--- config.mk ---
export PLATFORM = sky130hd
export DESIGN_NAME = map_window_gen
export DESIGN_NICKNAME = d
export VERILOG_FILES = /design/src/rtl/map_infl_pkg.sv /design/src/rtl/map_line_buf.sv /design/src/rtl/map_window_gen.sv
export SDC_FILE = /design/constraint.sdc
export NUM_CORES = 2
export LEC_CHECK = 0
export BUFFER_PORTS_ARGS = -buffer_cell sky130_fd_sc_hd__buf_4
export CAP_MARGIN = 25
export CELL_PAD_IN_SITES_DETAIL_PLACEMENT = 0
export CELL_PAD_IN_SITES_GLOBAL_PLACEMENT = 1
export CORE_MARGIN = 5
export CORE_UTILIZATION = 50
export CTS_BUF_LIST = sky130_fd_sc_hd__clkbuf_4 sky130_fd_sc_hd__clkbuf_8 sky130_fd_sc_hd__clkbuf_16
export CTS_CLUSTER_SIZE = 40
export DETAILED_ROUTE_END_ITERATION = 7
export PLACE_DENSITY_LB_ADDON = 0.2
export SYNTH_ARGS = -nofsm -noshare
export SYNTH_HDL_FRONTEND = slang
export SYNTH_SLANG_ARGS = --single-unit
--- constraint.sdc ---
create_clock -name clk -period 5.1 [get_ports clk]
set_clock_uncertainty 0.2 [all_clocks]
set_input_delay 0.255 -clock clk [delete_from_list [all_inputs] [get_ports clk]]
set_output_delay 0.255 -clock clk [all_outputs]
set_load 0.1 [all_outputs]
--- src/rtl/map_infl_pkg.sv ---
// Shared types for the map-inflation window generator.
// MAP_WIN_BORDER_OCC_EN selects an all-ones (obstacle) pad instead of zero (free space).
package map_infl_pkg;

  localparam int CELL_W = 8;

  typedef logic [CELL_W-1:0] cell_t;

  typedef enum logic [1:0] {
    FILL   = 2'd0,
    STREAM = 2'd1,
    EOL    = 2'd2,
    FLUSH  = 2'd3
  } state_e;

`ifdef MAP_WIN_BORDER_OCC_EN
  localparam logic  PAD_BIT  = 1'b1;
`else
  localparam logic  PAD_BIT  = 1'b0;
`endif
  localparam cell_t PAD_CELL = {CELL_W{PAD_BIT}};

  // Slice index of neighbour (dr,dc) inside a packed 3x3 window.
  function automatic logic [3:0] win_idx(input int dr, input int dc);
    return 4'((dr + 1) * 3 + (dc + 1));
  endfunction

endpackage

--- src/rtl/map_line_buf.sv ---
// One map row of storage: single write port, asynchronous read port.
// Contents are never reset; every frame rewrites them before they are read.
module map_line_buf #(
  parameter int DEPTH = 64,
  parameter int WIDTH = 8,
  localparam int AW   = $clog2(DEPTH)
) (
  input  logic             clk,
  input  logic             i_wr_en,
  input  logic [AW-1:0]    i_wr_addr,
  input  logic [WIDTH-1:0] i_wr_data,
  input  logic [AW-1:0]    i_rd_addr,
  output logic [WIDTH-1:0] o_rd_data
);

  logic [WIDTH-1:0] r_mem [DEPTH];

  always_ff @(posedge clk) begin
    if (i_wr_en) r_mem[i_wr_addr] <= i_wr_data;
  end

  // Read sees the old word when read and write hit the same address.
  assign o_rd_data = r_mem[i_rd_addr];

endmodule

--- src/rtl/map_window_gen.sv ---
// Streaming 3x3 neighbourhood generator: two line buffers plus a column shift register.
// Pad value comes from map_infl_pkg (MAP_WIN_BORDER_OCC_EN selects all-ones).
module map_window_gen
  import map_infl_pkg::*;
#(
  parameter int MAP_W  = 64,
  parameter int MAP_H  = 64,
  parameter int CELL_W = 8,
  localparam int COL_W = $clog2(MAP_W),
  localparam int ROW_W = $clog2(MAP_H)
) (
  input  logic                clk,
  input  logic                rst,
  input  logic                in_valid,
  output logic                in_ready,
  input  logic [CELL_W-1:0]   in_cell,
  output logic                out_valid,
  input  logic                out_ready,
  output logic [9*CELL_W-1:0] out_win,
  output logic [ROW_W-1:0]    out_row,
  output logic [COL_W-1:0]    out_col
);

  localparam logic [CELL_W-1:0]      PAD      = {CELL_W{PAD_BIT}};
  localparam logic [2:0][CELL_W-1:0] PAD_COL  = {3{PAD}};
  localparam logic [COL_W-1:0]       LAST_COL = COL_W'(MAP_W - 1);
  localparam logic [ROW_W-1:0]       LAST_ROW = ROW_W'(MAP_H - 1);
  localparam logic [ROW_W-1:0]       ROW_ONE  = ROW_W'(1);

  state_e                   r_state, w_state_nxt;
  logic [ROW_W-1:0]         r_row, w_row_nxt;
  logic [COL_W-1:0]         r_col, w_col_nxt;
  logic                     r_out_valid;
  logic [8:0][CELL_W-1:0]   r_win;
  logic [ROW_W-1:0]         r_out_row;
  logic [COL_W-1:0]         r_out_col;
  // Column element [0]=top (dr=-1), [1]=middle, [2]=bottom (dr=+1).
  logic [2:0][CELL_W-1:0]   r_sr1, r_sr2;

  logic                     w_can_load, w_in_ready, w_accept, w_load, w_shift;
  logic [COL_W-1:0]         w_rd_addr;
  logic [CELL_W-1:0]        w_lb1_rd, w_lb2_rd;
  logic [2:0][CELL_W-1:0]   w_cur, w_buf_col;
  logic [2:0][CELL_W-1:0]   w_left, w_mid, w_right, w_sr1_nxt, w_sr2_nxt;
  logic [2:0][2:0][CELL_W-1:0] w_cols;
  logic [8:0][CELL_W-1:0]   w_win;
  logic [ROW_W-1:0]         w_win_row;
  logic [COL_W-1:0]         w_win_col;

  // lb1 holds row r-1, lb2 holds row r-2; accepting a cell ages lb1 into lb2.
  map_line_buf #(.DEPTH(MAP_W), .WIDTH(CELL_W)) u_lb1 (
    .clk       (clk),
    .i_wr_en   (w_accept),
    .i_wr_addr (r_col),
    .i_wr_data (in_cell),
    .i_rd_addr (w_rd_addr),
    .o_rd_data (w_lb1_rd)
  );

  map_line_buf #(.DEPTH(MAP_W), .WIDTH(CELL_W)) u_lb2 (
    .clk       (clk),
    .i_wr_en   (w_accept),
    .i_wr_addr (r_col),
    .i_wr_data (w_lb1_rd),
    .i_rd_addr (w_rd_addr),
    .o_rd_data (w_lb2_rd)
  );

  assign w_can_load = !r_out_valid || out_ready;
  // Incoming column; top is padded while the centre row is row 0.
  assign w_cur      = {in_cell, w_lb1_rd, (r_row == ROW_ONE) ? PAD : w_lb2_rd};
  // Buffered column during flush: bottom row lies below the map.
  assign w_buf_col  = {PAD, w_lb1_rd, w_lb2_rd};

  always_comb begin
    w_state_nxt = r_state;
    w_row_nxt   = r_row;
    w_col_nxt   = r_col;
    w_in_ready  = 1'b0;
    w_accept    = 1'b0;
    w_load      = 1'b0;
    w_shift     = 1'b0;
    w_rd_addr   = r_col;
    w_left      = r_sr2;
    w_mid       = r_sr1;
    w_right     = PAD_COL;
    w_win_row   = r_row - 1'b1;
    w_win_col   = r_col - 1'b1;
    w_sr2_nxt   = r_sr1;
    w_sr1_nxt   = PAD_COL;
    case (r_state)
      FILL: begin
        w_in_ready = 1'b1;
        w_accept   = in_valid;
        if (w_accept) begin
          if (r_col == LAST_COL) begin
            w_col_nxt   = '0;
            w_row_nxt   = ROW_ONE;
            w_state_nxt = STREAM;
          end else begin
            w_col_nxt = r_col + 1'b1;
          end
        end
      end
      STREAM: begin
        w_in_ready = w_can_load;
        w_accept   = in_valid && w_can_load;
        w_right    = w_cur;
        w_sr1_nxt  = w_cur;
        w_sr2_nxt  = (r_col == '0) ? PAD_COL : r_sr1;
        if (w_accept) begin
          w_shift = 1'b1;
          w_load  = (r_col != '0);
          if (r_col == LAST_COL) begin
            w_col_nxt   = '0;
            w_state_nxt = EOL;
          end else begin
            w_col_nxt = r_col + 1'b1;
          end
        end
      end
      EOL: begin
        w_win_col = LAST_COL;
        w_rd_addr = '0;
        // Preload column 0 of the bottom row's windows in case flush follows.
        w_sr1_nxt = w_buf_col;
        w_sr2_nxt = PAD_COL;
        if (w_can_load) begin
          w_load  = 1'b1;
          w_shift = 1'b1;
          if (r_row == LAST_ROW) begin
            w_state_nxt = FLUSH;
          end else begin
            w_row_nxt   = r_row + 1'b1;
            w_state_nxt = STREAM;
          end
        end
      end
      FLUSH: begin
        w_rd_addr = r_col + 1'b1;
        w_right   = (r_col == LAST_COL) ? PAD_COL : w_buf_col;
        w_sr1_nxt = w_right;
        w_win_row = LAST_ROW;
        w_win_col = r_col;
        if (w_can_load) begin
          w_load  = 1'b1;
          w_shift = 1'b1;
          if (r_col == LAST_COL) begin
            w_col_nxt   = '0;
            w_row_nxt   = '0;
            w_state_nxt = FILL;
          end else begin
            w_col_nxt = r_col + 1'b1;
          end
        end
      end
      default: w_state_nxt = FILL;
    endcase
  end

  assign w_cols = {w_right, w_mid, w_left};

  for (genvar i = 0; i < 3; i++) begin : g_row
    for (genvar j = 0; j < 3; j++) begin : g_col
      assign w_win[win_idx(i - 1, j - 1)] = w_cols[j][i];
    end
  end

  always_ff @(posedge clk or posedge rst) begin
    if (rst) begin
      r_state     <= FILL;
      r_row       <= '0;
      r_col       <= '0;
      r_sr1       <= '0;
      r_sr2       <= '0;
      r_out_valid <= 1'b0;
      r_win       <= '0;
      r_out_row   <= '0;
      r_out_col   <= '0;
    end else begin
      r_state <= w_state_nxt;
      r_row   <= w_row_nxt;
      r_col   <= w_col_nxt;
      if (w_shift) begin
        r_sr1 <= w_sr1_nxt;
        r_sr2 <= w_sr2_nxt;
      end
      if (w_load) begin
        r_out_valid <= 1'b1;
        r_win       <= w_win;
        r_out_row   <= w_win_row;
        r_out_col   <= w_win_col;
      end else if (out_ready) begin
        r_out_valid <= 1'b0;
      end
    end
  end

  assign in_ready  = w_in_ready && !rst;
  assign out_valid = r_out_valid;
  assign out_win   = r_win;
  assign out_row   = r_out_row;
  assign out_col   = r_out_col;

endmodule

After elaboration in Yosys (flattened, before gate mapping):

Memories as Yosys holds them, arrays and structs flattened.
Index checks and enable logic that the tools add are counted.

* add/sub/neg operators: 4
* equal/unequal tests: 14
* muxes and demuxes: 41
* reduce and logical (&&, ||, !) cells: 15

Operator list (number)
* 24-bit case mux with 2 select lines: 2
* 24-bit case mux with 3 select lines: 1
* 6-bit 2-to-1 mux: 11
* 6-bit case mux with 3 select lines: 2
* 24-bit 2-to-1 mux: 1
* 6-bit case mux with 2 select lines: 2
* 16-bit 2-to-1 mux: 1
* 2-bit 2-to-1 mux: 8
* 2-bit != test, second input constant: 8
* 7-bit AND reduction: 2
* 6-bit by 1-bit adder with 6-bit output, second input constant: 2
* 6-bit == test, second input constant: 2
* 6-bit by 1-bit subtractor with 6-bit output, second input constant: 2
* 8-bit 2-to-1 mux: 1
* 1-bit case mux with 2 select lines: 4
* 2-bit case mux with 4 select lines: 1
* 1-bit 2-to-1 mux: 7
* 6-bit by 1-bit == test with 1-bit output, second input constant: 1
* 6-bit zero test: 1
* 3-bit nonzero test: 2
* 6-bit nonzero test: 1
* 2-bit == test, second input constant: 2
* 4-bit AND reduction: 1
* 2-bit by 1-bit == test with 1-bit output, second input constant: 1
* 6 further kinds: 8

* bits in registers: 147
* bits in writable memories: 1024
* input port bits: 12
* output and inout port bits: 86
* logic and storage cells: 97
* memories kept: 2

Memory list
* u_lb1.r_mem: words 64, bits a word 8, read ports 1, clocked after memory_dff 0, write ports 1, line map_line_buf.sv:16 `logic [WIDTH-1:0] r_mem [DEPTH];`
* u_lb2.r_mem: words 64, bits a word 8, read ports 1, clocked after memory_dff 0, write ports 1, line map_line_buf.sv:16

Logic depth before layout (Yosys ltp):

* depth after elaboration: 6
* mapped depth: 16

Hierarchy:

Synthesis repeated with hierarchy kept, for this count alone.

* cells, all modules: 2381
* area total of the unflattened synthesis: 46534.6 sq um

By module, submodules not included
* map_line_buf: instances 2, cells each 932, area an instance 20006.7 sq um, seq. area each 15374.7 sq um
* map_window_gen: instances 1, cells each 517, area an instance 6521.3 sq um, seq. area each 3678.5 sq um

Least setup slack after synthesis:

OpenSTA, ideal clock, no wires.

* kind: reg2reg
* start point: reg r_col[0]
* end point: mem u_lb2.r_mem[0][7], data pin
* library setup time: 429 ps
* arrival time: 3875 ps
* data required time: 4471 ps
* path slack: 595 ps
* cell stages (with the launch flop): 14
* path buffers: 4
* path through: dfrtp_1 -> buf_4 -> clkbuf_1 -> inv_1 -> ha_1 -> o211ai_1 -> buf_4 -> nand2_4 -> buf_6 -> a211oi_1 -> o21a_1 -> a221oi_1 -> a22o_1 -> a31oi_2

* longest elaborated chain between the ends: 3

RTL lines
* start: declaration: line map_window_gen.sv:32 `logic [COL_W-1:0] r_col, w_col_nxt;`
* start signal: assignment: line map_window_gen.sv:183 `r_col <= w_col_nxt;`
* 6-bit by 1-bit adder with 6-bit output: line map_window_gen.sv:140 `w_rd_addr = r_col + 1'b1;`
* 6-bit case mux with 2 select lines (*): line map_window_gen.sv:91 `case (r_state)`
* memory read 64 x 8 bit (*)
* named net u_lb1.o_rd_data[7]: line map_line_buf.sv:13 `output logic [WIDTH-1:0] o_rd_data`
* end: declaration: line map_line_buf.sv:16

Mark *: on every way through the listed nets, which the timed path passes. The rest lies on a longest branch.

Worst setup path after layout:

* start point: reg r_state[0]
* end point: mem u_lb2.r_mem[10][1], data pin

* longest elaborated chain between the ends: 3

RTL lines
* start: declaration: line map_window_gen.sv:30 `state_e r_state, w_state_nxt;`
* start signal: assignment: line map_window_gen.sv:181 `r_state <= w_state_nxt;`
* 2-bit == test: line map_window_gen.sv:91
* 6-bit case mux with 2 select lines (*): line map_window_gen.sv:91
* memory read 64 x 8 bit (*)
* named net u_lb1.o_rd_data[1]: line map_line_buf.sv:13

Marks and branches as above.

==> impl_metrics.py <==
metrics = {
    "job": {
        "maxCapViolations": 0,
    },
    "cells_and_area": {
        "nNetsFinal": 3619,
        "fin_area_sq_um": 54700,
        "area_delta_synth_final_pct": 14.9,
        "drive_above_1_share_pct": 16.7,
        "diodes": 0,
    },
    "worst_setup_path": {
        "startpoint_type": "flop",
        "path_class": "reg -> reg",
        "worstPathMaxFanout": 32,
        "slowest_delay_ps": 780,
        "cp-end-kind": "flop",
        "cp_slowest_cell": "o31ai_1",
        "cp.arrival_ps": 5180,
        "cp_num_buf_inv": 4,
        "cpMostUsedCell": "buf_12",
        "critical-path-top-delay-family": "compound AO/OA/AOI/OAI gates",
        "critical_path_required_ps": 5310,
        "path_cells": "inv_1 -> ha_1 -> o21ai_4 -> nor3_2 -> a21o_2 -> buf_12 -> buf_4 -> a311oi_1 -> o31ai_1 -> mux2i_1 -> mux2_2 -> buf_12",
    },
    "route": {
        "drt_iter0_drc": 3807,
        "dr.pass1.iters": 5,
        "drt_wl_total_um": 139000,
        "num_vias": 30900,
        "postRouteAntennaNets": 0,
        "drc": 0,
        "wire_per_inst_um": 28.0,
        "vias_per_cell": 6.23,
    },
    "timing": {
        "period_share_pct": 97.5,
        "rsz0062_at_grt": "false",
        "drv_slew": 0,
        "max_slew_margin_pct": 27.6,
        "finalCriticalPeriod_ps": 4970,
        "tightest_slew_ps": 1080,
        "max_clock_freq_ghz": 0.201,
        "hold_violations": 0,
        "setup_viol": 0,
        "fin_setup_tns_ps": 0,
    },
    "clocking": {
        "cts_tree": "done",
        "clock_sinks": 1171,
        "clock_latency_ps": 700,
        "cts_buffers": 117,
        "htree_levels": 3,
        "postCtsHoldBufs": 7,
        "clockRootBuffer": "clkbuf_16",
        "post_cts_resized": 0,
        "postCtsSetupBuffers": 0,
        "cts.path.max_buffers": 3,
        "clk_transition_reported_paths_ps": 70,
    },
    "floorplanning": {
        "die_h_um": 319,
        "rows": 113,
        "ioPinCount": 98,
        "die-area_sq_um": 102000,
        "die_w_um": 319,
        "initial_core_util_pct": 50.3,
        "coreArea_sq_um": 94700,
    },
    "yosys": {
        "synth_edf_count": 1024,
        "avgSynthCellArea_sq_um": 13.9,
        "synth.distinct_cells": 76,
        "syn_area_sq_um": 47600,
        "synth_cells": 3418,
        "ys_warn_count": 0,
        "ys_ff_latch": 1171,
        "synth-main-ff-cell": "edfxtp_1",
        "syn_nets": 3441,
        "ys_async_sr_fraction_pct": 12.6,
        "synth-seq-area-share_pct": 72.3,
    },
    "placed_design": {
        "gp_congestion": 0.895,
        "place_area_sq_um": 50600,
        "io_buffers": 97,
        "dp_hpwl_um": 85200,
    },
    "grt": {
        "grt_pass1_wl_um": 204000,
        "grt_overflow_total": 0,
        "grtUsageTotal_pct": 26.8,
        "grt_start_max_net_pins": 98,
        "grt_pass1_vias": 29700,
        "antenna_found_initial": 1,
    },
    "run_status": {
        "outcome": "finished clean",
    },
    "worst_hold_path": {
        "hp-class": "in -> reg",
    },
}
## state kept, by name, summed over array words and instances (netlist names)
| register | cells |
|---|---|
| out_col | 6 |
| out_row | 6 |
| out_valid | 1 |
| out_win | 72 |
| r_col | 6 |
| r_row | 6 |
| r_sr1 | 24 |
| r_sr2 | 24 |
| r_state | 2 |
| u_lb1.r_mem | 512 |
| u_lb2.r_mem | 512 |
## cell usage in the layout, fill, tap and decap left out, types with 36 or more instances in the layout
cell | netlist | routed
mux2_2 | 55 | 55
and3_1 | 172 | 172
clkbuf_16 | 0 | 123
nand3_1 | 142 | 142
edfxtp_1 | 1024 | 1024
dfrtp_1 | 147 | 147
a22o_1 | 40 | 40
a311oi_1 | 169 | 169
nand2_1 | 823 | 823
nor2_1 | 102 | 102
a311o_1 | 36 | 36
a211oi_1 | 79 | 79
buf_4 | 28 | 264
o21ai_0 | 59 | 59
## cells by family after synthesis
logic type | Yosys count | share of synthesized area (%)
and+or+nand+nor | 1292 | 11.7
DFF | 1171 | 72.3
AOI/OAI and AO/OA | 574 | 9.68
buffers and inverters | 262 | 2.93
muxes | 98 | 2.91
adders and majority gates | 11 | 0.289
xor gates and xnor gates | 10 | 0.184
## stage by stage
| step | cells | hold WS (ps) | utilization (%) | setup WS, ps |
|---|---|---|---|---|
| after detailed placement | 4732 | 272 | 53.4 | 323 |
| after global routing | 4966 | 38.3 | 57.8 | 0.245 |
| after global placement | 4732 | 277 | 53.4 | 385 |
| after CTS | 4963 | 2.55 | 57.7 | 282 |
| final | 4966 | 11.4 | 57.8 | 129 |
| after floorplan | 3418 | 154 | - | 595 |
## cell usage after synthesis (all sizes together), types with 40 or more instances
master  instances  share of area, %
edfxtp       1024                65
nand2         824               6.5
and3          172               2.3
a311oi        169               3.1
buf           165               2.2
dfrtp         147               7.7
nand3         143               1.5
nor2          102              0.80
a211oi         81               1.3
clkbuf         81              0.64
o21ai          68              0.75
mux2           55               1.3
a22o           40              0.74
## routing by layer
metal  vias to the layer above  part of all wire (%)  track usage (%)
li1                      13400                     -                -
met1                     15800                    41             38.7
met2                      1555                    47             42.7
met3                       208                   9.1             4.73
met4                         0                   2.6             7.18
met5                         -                     0                0
## worst reg2reg max path: cells and delay by family (launching register included)
kind | cells | cell delay, ps
AOI/OAI and AO/OA | 4 | 1520
adders and majority gates | 1 | 460
buffers and inverters | 4 | 820
DFF | 1 | 420
muxes | 2 | 700
and+or+nand+nor | 1 | 540
## path summary, 6_finish.rpt
check,start,end,slack [ps],cells past startpoint
worst max register to register,r_state[0],u_lb2.r_mem[10][1],130,12
worst min register to register,out_win[68],out_win[68],280,2
worst max-delay path,r_state[0],u_lb2.r_mem[10][1],130,12
max in group asynchronous,rst,out_win[40],3390,4
min in group asynchronous,rst,out_win[64],120,3
worst min-delay path,in_cell[4],u_lb1.r_mem[2][4],10,1
## area by class of cell
cell class                      count  area [sq um]
Multi-Input combinational cell   1985         11900
Timing Repair Buffer              305          2710
Sequential cell                  1171         34400
Inverter                           16          65.1
Tap cell                         1265          1580
Clock inverter                     68           653
Clock buffer                      156          3390
Fill cell                        7341         40000
Power is left out: the tool's default activity adds up to more than one toggle a clock period on the data nets, which glitch-free logic cannot reach.
